==> config.mk <==
export PLATFORM = sky130hd
export DESIGN_NAME = spectrum_frame_reader
export DESIGN_NICKNAME = d
export VERILOG_FILES = /design/src/rtl/spectrum_pkg.sv /design/src/rtl/spectrum_skid_buf.sv /design/src/rtl/spectrum_frame_reader.sv
export SDC_FILE = /design/constraint.sdc
export NUM_CORES = 1
export LEC_CHECK = 0
export ABC_AREA = 1
export CORE_UTILIZATION = 52
export DETAILED_ROUTE_END_ITERATION = 6
export HOLD_SLACK_MARGIN = 0.12
export PLACE_DENSITY = 0.76
export SLEW_MARGIN = 20
export SYNTH_ARGS = -nofsm -noshare
export SYNTH_HDL_FRONTEND = slang
export SYNTH_SLANG_ARGS = --single-unit
==> constraint.sdc <==
create_clock -name clk_i -period 2.7 [get_ports clk_i]
set_input_delay 0.81 -clock clk_i [delete_from_list [all_inputs] [get_ports clk_i]]
set_output_delay 0.81 -clock clk_i [all_outputs]
set_load 0.01 [all_outputs]
==> src/rtl/spectrum_pkg.sv <==
// Shared definitions for the spectrum frame reader: word geometry, framing
// markers, FSM state encoding and the checksum helper.
package spectrum_pkg;

  localparam int WORD_W = 32;
  localparam int HALF_W = 16;

  localparam logic [HALF_W-1:0] SYNC_HDR_DEF = 16'hA5A5;
  localparam logic [HALF_W-1:0] SYNC_TRL_DEF = 16'h5A5A;
  localparam logic [HALF_W-1:0] BIN_MARK     = 16'hB1B1;

  typedef enum logic [2:0] {
    ST_IDLE,
    ST_HDR,
    ST_BIN_HDR,
    ST_PAYLOAD,
    ST_TRL
  } state_t;

  // Sum of the two spectral points packed in one FIFO word, modulo 2^16.
  function automatic logic [HALF_W-1:0] half_sum(input logic [WORD_W-1:0] w);
    return w[WORD_W-1:HALF_W] + w[HALF_W-1:0];
  endfunction

endpackage

==> src/rtl/spectrum_skid_buf.sv <==
// Two-entry valid/ready buffer between the spectrum FIFO read port and the
// output register. It soaks up the one-cycle FIFO read latency plus one word
// of downstream backpressure. The writer must never push while full; the
// reader's credit logic uses level_o to guarantee that.
module spectrum_skid_buf
  import spectrum_pkg::*;
#(
  parameter int W = WORD_W
) (
  input  logic         clk_i,
  input  logic         rst_i,
  input  logic         in_valid_i,
  input  logic [W-1:0] in_data_i,
  output logic         out_valid_o,
  output logic [W-1:0] out_data_o,
  input  logic         out_ready_i,
  output logic [1:0]   level_o
);

  logic [W-1:0] mem_q [2];
  logic         wr_ptr_q;
  logic         rd_ptr_q;
  logic [1:0]   level_q;
  logic         push;
  logic         pop;

  assign push        = in_valid_i && (level_q != 2'd2);
  assign pop         = out_valid_o && out_ready_i;
  assign out_valid_o = (level_q != 2'd0);
  assign out_data_o  = mem_q[rd_ptr_q];
  assign level_o     = level_q;

  // Storage: data needs no reset, occupancy alone says what is valid.
  always_ff @(posedge clk_i) begin
    if (push) begin
      mem_q[wr_ptr_q] <= in_data_i;
    end
  end

  // Pointer and occupancy bookkeeping.
  always_ff @(posedge clk_i or negedge rst_i) begin
    if (!rst_i) begin
      wr_ptr_q <= 1'b0;
      rd_ptr_q <= 1'b0;
      level_q  <= 2'd0;
    end else begin
      if (push) begin
        wr_ptr_q <= ~wr_ptr_q;
      end
      if (pop) begin
        rd_ptr_q <= ~rd_ptr_q;
      end
      case ({push, pop})
        2'b10:   level_q <= level_q + 2'd1;
        2'b01:   level_q <= level_q - 2'd1;
        default: level_q <= level_q;
      endcase
    end
  end

endmodule

==> src/rtl/spectrum_frame_reader.sv <==
// Read side of the spectrum FIFO. Each completed accumulation produces one
// frame on y0_o/y0z_o: header, then per range bin a bin marker followed by
// WORDS_PER_BIN payload words, then a trailer carrying a 16-bit checksum.
//
// state      | meaning
// -----------+-----------------------------------------------------------
// ST_IDLE    | waiting for frame_ready_i or a pending request
// ST_HDR     | emitting {SYNC_HDR, frame_cnt}
// ST_BIN_HDR | emitting {BIN_MARK, bin}
// ST_PAYLOAD | reading FIFO words through the skid buffer to the output
// ST_TRL     | emitting {SYNC_TRL, checksum}, bumping the frame counter
//
// A state moves on as soon as its word enters the output register, which
// happens whenever that register is empty or being accepted this cycle, so
// words stream back to back under continuous out_ready_i.
module spectrum_frame_reader
  import spectrum_pkg::*;
#(
  parameter int          WORDS_PER_BIN = 256,
  parameter int          MAX_BINS      = 64,
  parameter logic [15:0] SYNC_HDR      = SYNC_HDR_DEF,
  parameter logic [15:0] SYNC_TRL      = SYNC_TRL_DEF
) (
  input  logic                clk_i,
  input  logic                rst_i,
  input  logic                frame_ready_i,
  input  logic [15:0]         n_range_bins_i,
  input  logic                fifo_empty_i,
  output logic                fifo_rd_en_o,
  input  logic [WORD_W-1:0]   fifo_dout_i,
  input  logic                out_ready_i,
  output logic [HALF_W-1:0]   y0_o,
  output logic [HALF_W-1:0]   y0z_o,
  output logic                data_valid_o,
  output logic                frame_start_o,
  output logic                busy_o,
  output logic                overrun_o
);

  localparam int CNT_W = $clog2(WORDS_PER_BIN + 1);
  localparam int NB_W  = $clog2(MAX_BINS + 1);

  state_t             state_q;
  logic [NB_W-1:0]    nb_q;
  logic [NB_W-1:0]    bin_q;
  logic [CNT_W-1:0]   rd_cnt_q;
  logic [CNT_W-1:0]   em_cnt_q;
  logic [15:0]        frame_cnt_q;
  logic [HALF_W-1:0]  cksum_q;
  logic               pending_q;
  logic               rd_q;

  logic               buf_valid;
  logic [WORD_W-1:0]  buf_data;
  logic [1:0]         buf_level;
  logic               buf_pop;

  logic               out_slot;
  logic               in_payload;
  logic [2:0]         occupancy;
  logic               rd_space;
  logic [NB_W-1:0]    nb_clamped;
  logic               last_bin;
  logic               last_word;
  logic               start;

  // Output register can take a new word if empty or drained this cycle.
  assign out_slot   = !data_valid_o || out_ready_i;
  assign in_payload = (state_q == ST_PAYLOAD);
  assign buf_pop    = in_payload && out_slot && buf_valid;

  // Credit check: stored words plus the one in flight from the FIFO, less
  // the one leaving this cycle, must leave room for a new read result.
  assign occupancy = 3'(buf_level) + 3'(rd_q);
  assign rd_space  = buf_pop ? (occupancy < 3'd3) : (occupancy < 3'd2);

  assign fifo_rd_en_o = in_payload && !fifo_empty_i && rd_space &&
                        (rd_cnt_q != CNT_W'(WORDS_PER_BIN));

  assign busy_o = (state_q != ST_IDLE);

  assign nb_clamped = (n_range_bins_i > 16'(MAX_BINS)) ? NB_W'(MAX_BINS)
                                                       : n_range_bins_i[NB_W-1:0];
  assign last_bin   = (bin_q == nb_q - NB_W'(1));
  assign last_word  = (em_cnt_q == CNT_W'(WORDS_PER_BIN - 1));
  assign start      = frame_ready_i || pending_q;

  spectrum_skid_buf #(
    .W (WORD_W)
  ) u_skid (
    .clk_i       (clk_i),
    .rst_i       (rst_i),
    .in_valid_i  (rd_q),
    .in_data_i   (fifo_dout_i),
    .out_valid_o (buf_valid),
    .out_data_o  (buf_data),
    .out_ready_i (buf_pop),
    .level_o     (buf_level)
  );

  // Marks the cycle in which FIFO read data is valid.
  always_ff @(posedge clk_i or negedge rst_i) begin
    if (!rst_i) begin
      rd_q <= 1'b0;
    end else begin
      rd_q <= fifo_rd_en_o;
    end
  end

  // Framing FSM with counters, checksum, request queueing and output register.
  always_ff @(posedge clk_i or negedge rst_i) begin
    if (!rst_i) begin
      state_q       <= ST_IDLE;
      nb_q          <= '0;
      bin_q         <= '0;
      rd_cnt_q      <= '0;
      em_cnt_q      <= '0;
      frame_cnt_q   <= '0;
      cksum_q       <= '0;
      pending_q     <= 1'b0;
      overrun_o     <= 1'b0;
      y0_o          <= '0;
      y0z_o         <= '0;
      data_valid_o  <= 1'b0;
      frame_start_o <= 1'b0;
    end else begin
      if (out_ready_i) begin
        data_valid_o  <= 1'b0;
        frame_start_o <= 1'b0;
      end

      // One request can wait behind the running frame; a second one is lost.
      if (state_q != ST_IDLE && frame_ready_i) begin
        if (pending_q) begin
          overrun_o <= 1'b1;
        end else begin
          pending_q <= 1'b1;
        end
      end

      case (state_q)
        ST_IDLE: begin
          if (start) begin
            nb_q      <= nb_clamped;
            cksum_q   <= '0;
            // A fresh pulse arriving as the pending one is consumed stays queued.
            pending_q <= pending_q && frame_ready_i;
            state_q   <= ST_HDR;
          end
        end

        ST_HDR: begin
          if (out_slot) begin
            y0_o          <= SYNC_HDR;
            y0z_o         <= frame_cnt_q;
            data_valid_o  <= 1'b1;
            frame_start_o <= 1'b1;
            bin_q         <= '0;
            state_q       <= (nb_q == '0) ? ST_TRL : ST_BIN_HDR;
          end
        end

        ST_BIN_HDR: begin
          if (out_slot) begin
            y0_o          <= BIN_MARK;
            y0z_o         <= HALF_W'(bin_q);
            data_valid_o  <= 1'b1;
            frame_start_o <= 1'b0;
            rd_cnt_q      <= '0;
            em_cnt_q      <= '0;
            state_q       <= ST_PAYLOAD;
          end
        end

        ST_PAYLOAD: begin
          if (fifo_rd_en_o) begin
            rd_cnt_q <= rd_cnt_q + CNT_W'(1);
          end
          if (buf_pop) begin
            y0_o          <= buf_data[WORD_W-1:HALF_W];
            y0z_o         <= buf_data[HALF_W-1:0];
            data_valid_o  <= 1'b1;
            frame_start_o <= 1'b0;
            cksum_q       <= cksum_q + half_sum(buf_data);
            em_cnt_q      <= em_cnt_q + CNT_W'(1);
            if (last_word) begin
              bin_q   <= bin_q + NB_W'(1);
              state_q <= last_bin ? ST_TRL : ST_BIN_HDR;
            end
          end
        end

        ST_TRL: begin
          if (out_slot) begin
            y0_o          <= SYNC_TRL;
            y0z_o         <= cksum_q;
            data_valid_o  <= 1'b1;
            frame_start_o <= 1'b0;
            frame_cnt_q   <= frame_cnt_q + 16'd1;
            state_q       <= ST_IDLE;
          end
        end

        default: begin
          state_q <= ST_IDLE;
        end
      endcase
    end
  end

endmodule

Yosys cells after proc, flatten, opt, wreduce, memory -nomap -nowiden
Memories as Yosys holds them, arrays and structs flattened.
Index checks and enable logic that the tools add are counted.
Widths: inputs -> output; s select.

storage, ports and cells
  register bits = 108
  memory bits (writable) = 64
  input bits = 53
  output and inout bits = 37
  logic and storage cells = 131
  memories = 1

memory list
  name          depth  width  rd ports  clocked after memory_dff  write ports  RTL line                 text
  u_skid.mem_q  2      32     1         0                         1            spectrum_skid_buf.sv:20  logic [W-1:0] mem_q [2];

operators by class
  add/sub/neg operators = 10
  $lt $le $gt $ge = 3
  eq/ne operators = 17
  muxes and demuxes = 48
  bitwise logic cells = 2
  reductions and logical operators = 33

operators with widths
  kind                   number
  $mux 16                10
  $pmux 16 s4            2
  $pmux 9 s2             2
  $add 16x16->16         2
  $pmux 16 s2            1
  $mux 7                 4
  $mux 9                 3
  $mux 3                 8
  $add 9x1->9 const B    2
  $add 16x1->16 const B  1
  $gt 16x7->1 const B    1
  $pmux 3 s5             1
  $ne 2x2->1 const B     7
  $pmux 7 s2             1
  $mux 1                 13
  $reduce_bool 2->1      5
  $eq 9x8->1 const B     1
  $logic_and 1x1->1      9
  $ne 9x9->1 const B     1
  $reduce_and 3->1       3
  $add 7x1->7 const B    1
  $eq 7x7->1             1
  $logic_not 7->1        1
  $sub 7x1->7 const B    1
  25 further kinds       32

Longest topological paths before layout
  depth in word-level cells = 9
  mapped depth = 18
  mapped depth without buffers = 15

By module
A second synthesis with hierarchy kept.

unflattened totals
  cell total of the unflattened synthesis = 1026
  area total of the unflattened synthesis = 9048.7 µm²

by module, submodules not included
  module                 instances  cells an instance  area an instance (µm²)  seq. area each (µm²)
  spectrum_frame_reader  1          828                6441.2                  2602.5
  spectrum_skid_buf      1          198                2607.5                  2021.9

Worst setup path before layout
No wires, ideal clock.

  kind = flip-flop to flip-flop
  start point = register u_skid.rd_ptr_q
  end point = register cksum_q[11]
  setup time = 0.083 ns
  arrival time = 2.903 ns
  required time = 2.617 ns
  setup slack = -0.285 ns
  cell stages (with the launch flop) = 19
  path buffers = 3
  clock period less this slack = 2.985 ns
  cells stage by stage = dfrtp_1 clkbuf_1 inv_1 buf_2 buf_1 nand2_1 nand2_1 fa_1 ha_1 fa_1 nand3_1 nand3_1 nand2_1 nand2_1 nand2_1 nand2_1 nand2_1 nand2_1 o21ai_0

between the ends
  cells in the longest elaborated chain, start to end = 5

RTL lines
  item                    RTL line                      text
  start, declared         spectrum_skid_buf.sv:22       logic rd_ptr_q;
  start signal, assigned  spectrum_skid_buf.sv:51       rd_ptr_q <= ~rd_ptr_q;
  $mem_v2 2x32            -
  $add 16x16->16          spectrum_pkg.sv:22            return w[WORD_W-1:HALF_W] + w[HALF_W-1:0];
  $add 16x16->16          spectrum_frame_reader.sv:184  cksum_q <= cksum_q + half_sum(buf_data);
  $mux 16                 spectrum_frame_reader.sv:179  if (buf_pop) begin
  $pmux 16 s2             spectrum_frame_reader.sv:141  case (state_q)
  end signal, assigned    spectrum_frame_reader.sv:184
  end, declared           spectrum_frame_reader.sv:49   logic [HALF_W-1:0] cksum_q;

No other way between the ends. The select of a mux whose other input is x is not followed.
A chain may end at the register's enable or synchronous reset.

Worst setup path in the final report
  start point = register u_skid.rd_ptr_q
  end point = register cksum_q[15]

The elaborated chain is that of the path after synthesis.

==> results.toml <==
[synthesis]
synth_fp_nets = 1110
syn_area_um2 = 9010
ys_ff_latch = 172
ys.flop_type = "dfrtp_1"
yosysSeqAreaShare_pct = 51.3
yosysWarnings = 0
syn_inst = 1015
async_reset_ff_share_pct = 62.8
synth-edff-count = 64
post_synth.cell_area_avg_um2 = 8.88
synthDistinctLibCells = 47

[floorplanning]
core_um2 = 16800
die_w_um = 134
rows = 47
io_pins = 90
fp.dieH_um = 134
die_area_um2 = 17900
initial_core_util_pct = 53.8

[clock_tree]
cts_buffers = 17
cts_tree = "done"
clock-root-buffer = "clkbuf_16"
clk_pin_slew_worst_paths_ps = 60
htree_levels = 4
max-clock-path-buffers = 2
clock_sinks = 172
postCtsHoldBufs = 0
clk_latency_ps = 440

[timing]
setup_viol = 0
drv_slew = 0
timing_hold_violations_final = 0
rsz0062_at_grt = "yes"
fin_crit_ps = 2680
fin_setup_tns_ps = 0
fmax_mhz = 373
tightest_slew_ps = 631
fin_skew_ps = 9.91
slew_headroom_pct = 57.5
fin_crit_sh_pct = 99.4

[grt]
grt_overflow = 0
grt_use_total_pct = 26.5
grt_pass1_wl_mm = 36.3
grt_max_degree = 50
grt_pass1_vias = 7304
grt_antenna_before_repair = 0

[layout]
final_common_cell = "nand2_1"
drive_gt1_share_pct = 16.0
finalNonFillerCells = 1387
final_area_um2 = 11500
area_growth_pct = 28.2
antennaDiodeCount = 0
final_cell_mix = "294 x nand2_1, 107 x dfrtp_1, 88 x inv_1"
fin_nets = 1249

[worst_setup_path]
crit_slowest_cell = "dfrtp_2"
rr_endpoint = "cksum_q[15]"
startpoint_type = "register"
crit_path_end_kind = "register"
crit_path_start = "u_skid.rd_ptr_q"
reg2reg_from = "u_skid.rd_ptr_q"
cp.required_ps = 3030
regToRegSetupSlack_ps = 20
path_cells = "clkinv_4 > clkbuf_16 > nand2_1 > nand2_1 > fa_2 > ha_2 > fa_2 > nand3_4 > nand3_4 > nand2_4 > a21oi_2 > nor2_1 > nand2_1 > nand3_1 > nand2_1"
path_common_cell = "nand2_1"
critical_path_class = "register to register"
path_buf_inv = 2
cp_max_fo = 8
cp_top_family = "adder cells"
rr_worst_depth = 15
crit_arrival_ps = 3010
max_stage_delay_ps = 440

[hold_path]
holdCritPathClass = "input port to asynchronous set/reset pin"

[status]
status = "complete, no violations"

[power]
p_per_area_nw_per_um2 = 1230
p_leak_nw = 5.08
power_mw = 14.2
ir_drop_mv = 0.735

[drt]
viasPerCell = 5.44
routedWlPerCell_um = 16.7
ant_nets = 0
drtIter0Drc = 557
routed_wl_mm = 23.1
vias = 7545
first_pass_iters = 6
drc = 0

[placement]
port_buffers = 89
dp_cells = 1342
gp_congestion = 0.900
dp_hpwl_mm = 16.0
placed_area_um2 = 10400

[job]
maxCapViolations = 0
## routing by layer
layer	share of wire (%)	up-vias	wire length (um)	global-route usage (%)
met1	42	3648	9650	32.8
met5	0	-	0	0
met2	50	215	11500	45.2
met4	3.7	0	844	10.8
li1	-	3625	-	-
met3	4.8	57	1100	5.63
## cell families (layout without fill, tap and decap cells)
family | count (synthesis) | count (layout) | share of synthesized area [%]
fa+ha+maj | 42 | 42 | 7.17
flops | 172 | 172 | 51.3
buf+inv | 125 | 277 | 5.50
compound gates | 160 | 160 | 10.2
simple gates | 480 | 480 | 22.3
mux | 3 | 3 | 0.333
xor+xnor | 33 | 33 | 3.21
## final cells by class
| cell class | count | area, um^2 |
|---|---|---|
| well taps | 220 | 275 |
| inverters | 97 | 369 |
| clock buffers | 23 | 526 |
| multi-input cells | 718 | 4220 |
| fillers | 1283 | 5220 |
| flip-flops and latches | 172 | 4630 |
| repair buffers | 148 | 1440 |
| clock inverters | 9 | 95.1 |
## worst reg2reg max path, delay by kind of cell, from the launching register on
family                     cells  cell delay, ps
AOI/OAI and AO/OA              1              50
adders and majority gates      3             960
buffers and inverters          2             300
DFF                            1             440
and+or+nand+nor                9             830
## cell usage after synthesis (all sizes together), types with 2 or more instances
cell type | number | area share, %
a22oi | 6 | 0.50
ha | 26 | 3.6
nand4 | 12 | 0.83
a31oi | 14 | 0.97
inv | 97 | 4.0
nor3 | 14 | 0.78
xor2 | 23 | 2.2
clkbuf | 12 | 0.50
nand2 | 316 | 13
a41oi | 2 | 0.19
nand3 | 42 | 2.6
nor4 | 2 | 0.14
edfxtp | 64 | 21
o21ai | 71 | 4.2
mux2i | 3 | 0.33
buf | 16 | 0.96
nor2 | 83 | 3.9
a21oi | 44 | 2.4
fa | 16 | 3.6
nand3b | 3 | 0.25
o31ai | 6 | 0.50
or2 | 6 | 0.42
a21o | 3 | 0.25
dfrtp | 108 | 30
xnor2 | 10 | 0.97
o22ai | 8 | 0.56
## worst max-delay path by stage
stage	end	cells after the start
CTS	fifo_rd_en_o	8
floorplan	cksum_q[11]	18
global route	cksum_q[15]	15
global placement	fifo_rd_en_o	10
finish	cksum_q[15]	15
detailed placement	fifo_rd_en_o	10
## repair_timing
item,in CTS,in global routing
pin swaps,5,23
cloned,0,3
setup buffers,2,8
setup endpoints to repair,4,12
resized for setup,15,78
## stage by stage
step | hold slack [ps] | setup WS (ps) | utilization [%]
6_report | 308 | 15.7 | 68.9
5_1_grt | 341 | -62.3 | 68.9
4_1_cts | 319 | 10.5 | 66.2
3_5_place_dp | 445 | -631 | 62.3
3_3_place_gp | 440 | -610 | 62.3
2_1_floorplan | 471 | 23.9 | -
## flip-flops by register name (all words and copies together) (netlist names)
register / cells
u_skid.mem_q: 64
cksum_q: 16
frame_cnt_q: 16
y0_o: 16
y0z_o: 16
em_cnt_q: 9
rd_cnt_q: 9
bin_q: 7
nb_q: 7
state_q: 3
u_skid.level_o: 2
data_valid_o: 1
frame_start_o: 1
overrun_o: 1
pending_q: 1
rd_q: 1
u_skid.rd_ptr_q: 1
u_skid.wr_ptr_q: 1
## report_power, final
part / internal, mW / switching [mW]
Sequential: 3.23 / 0.353
Clock: 1.49 / 1.09
Combinational: 3.34 / 4.68
(Power assumes the default switching activity.)
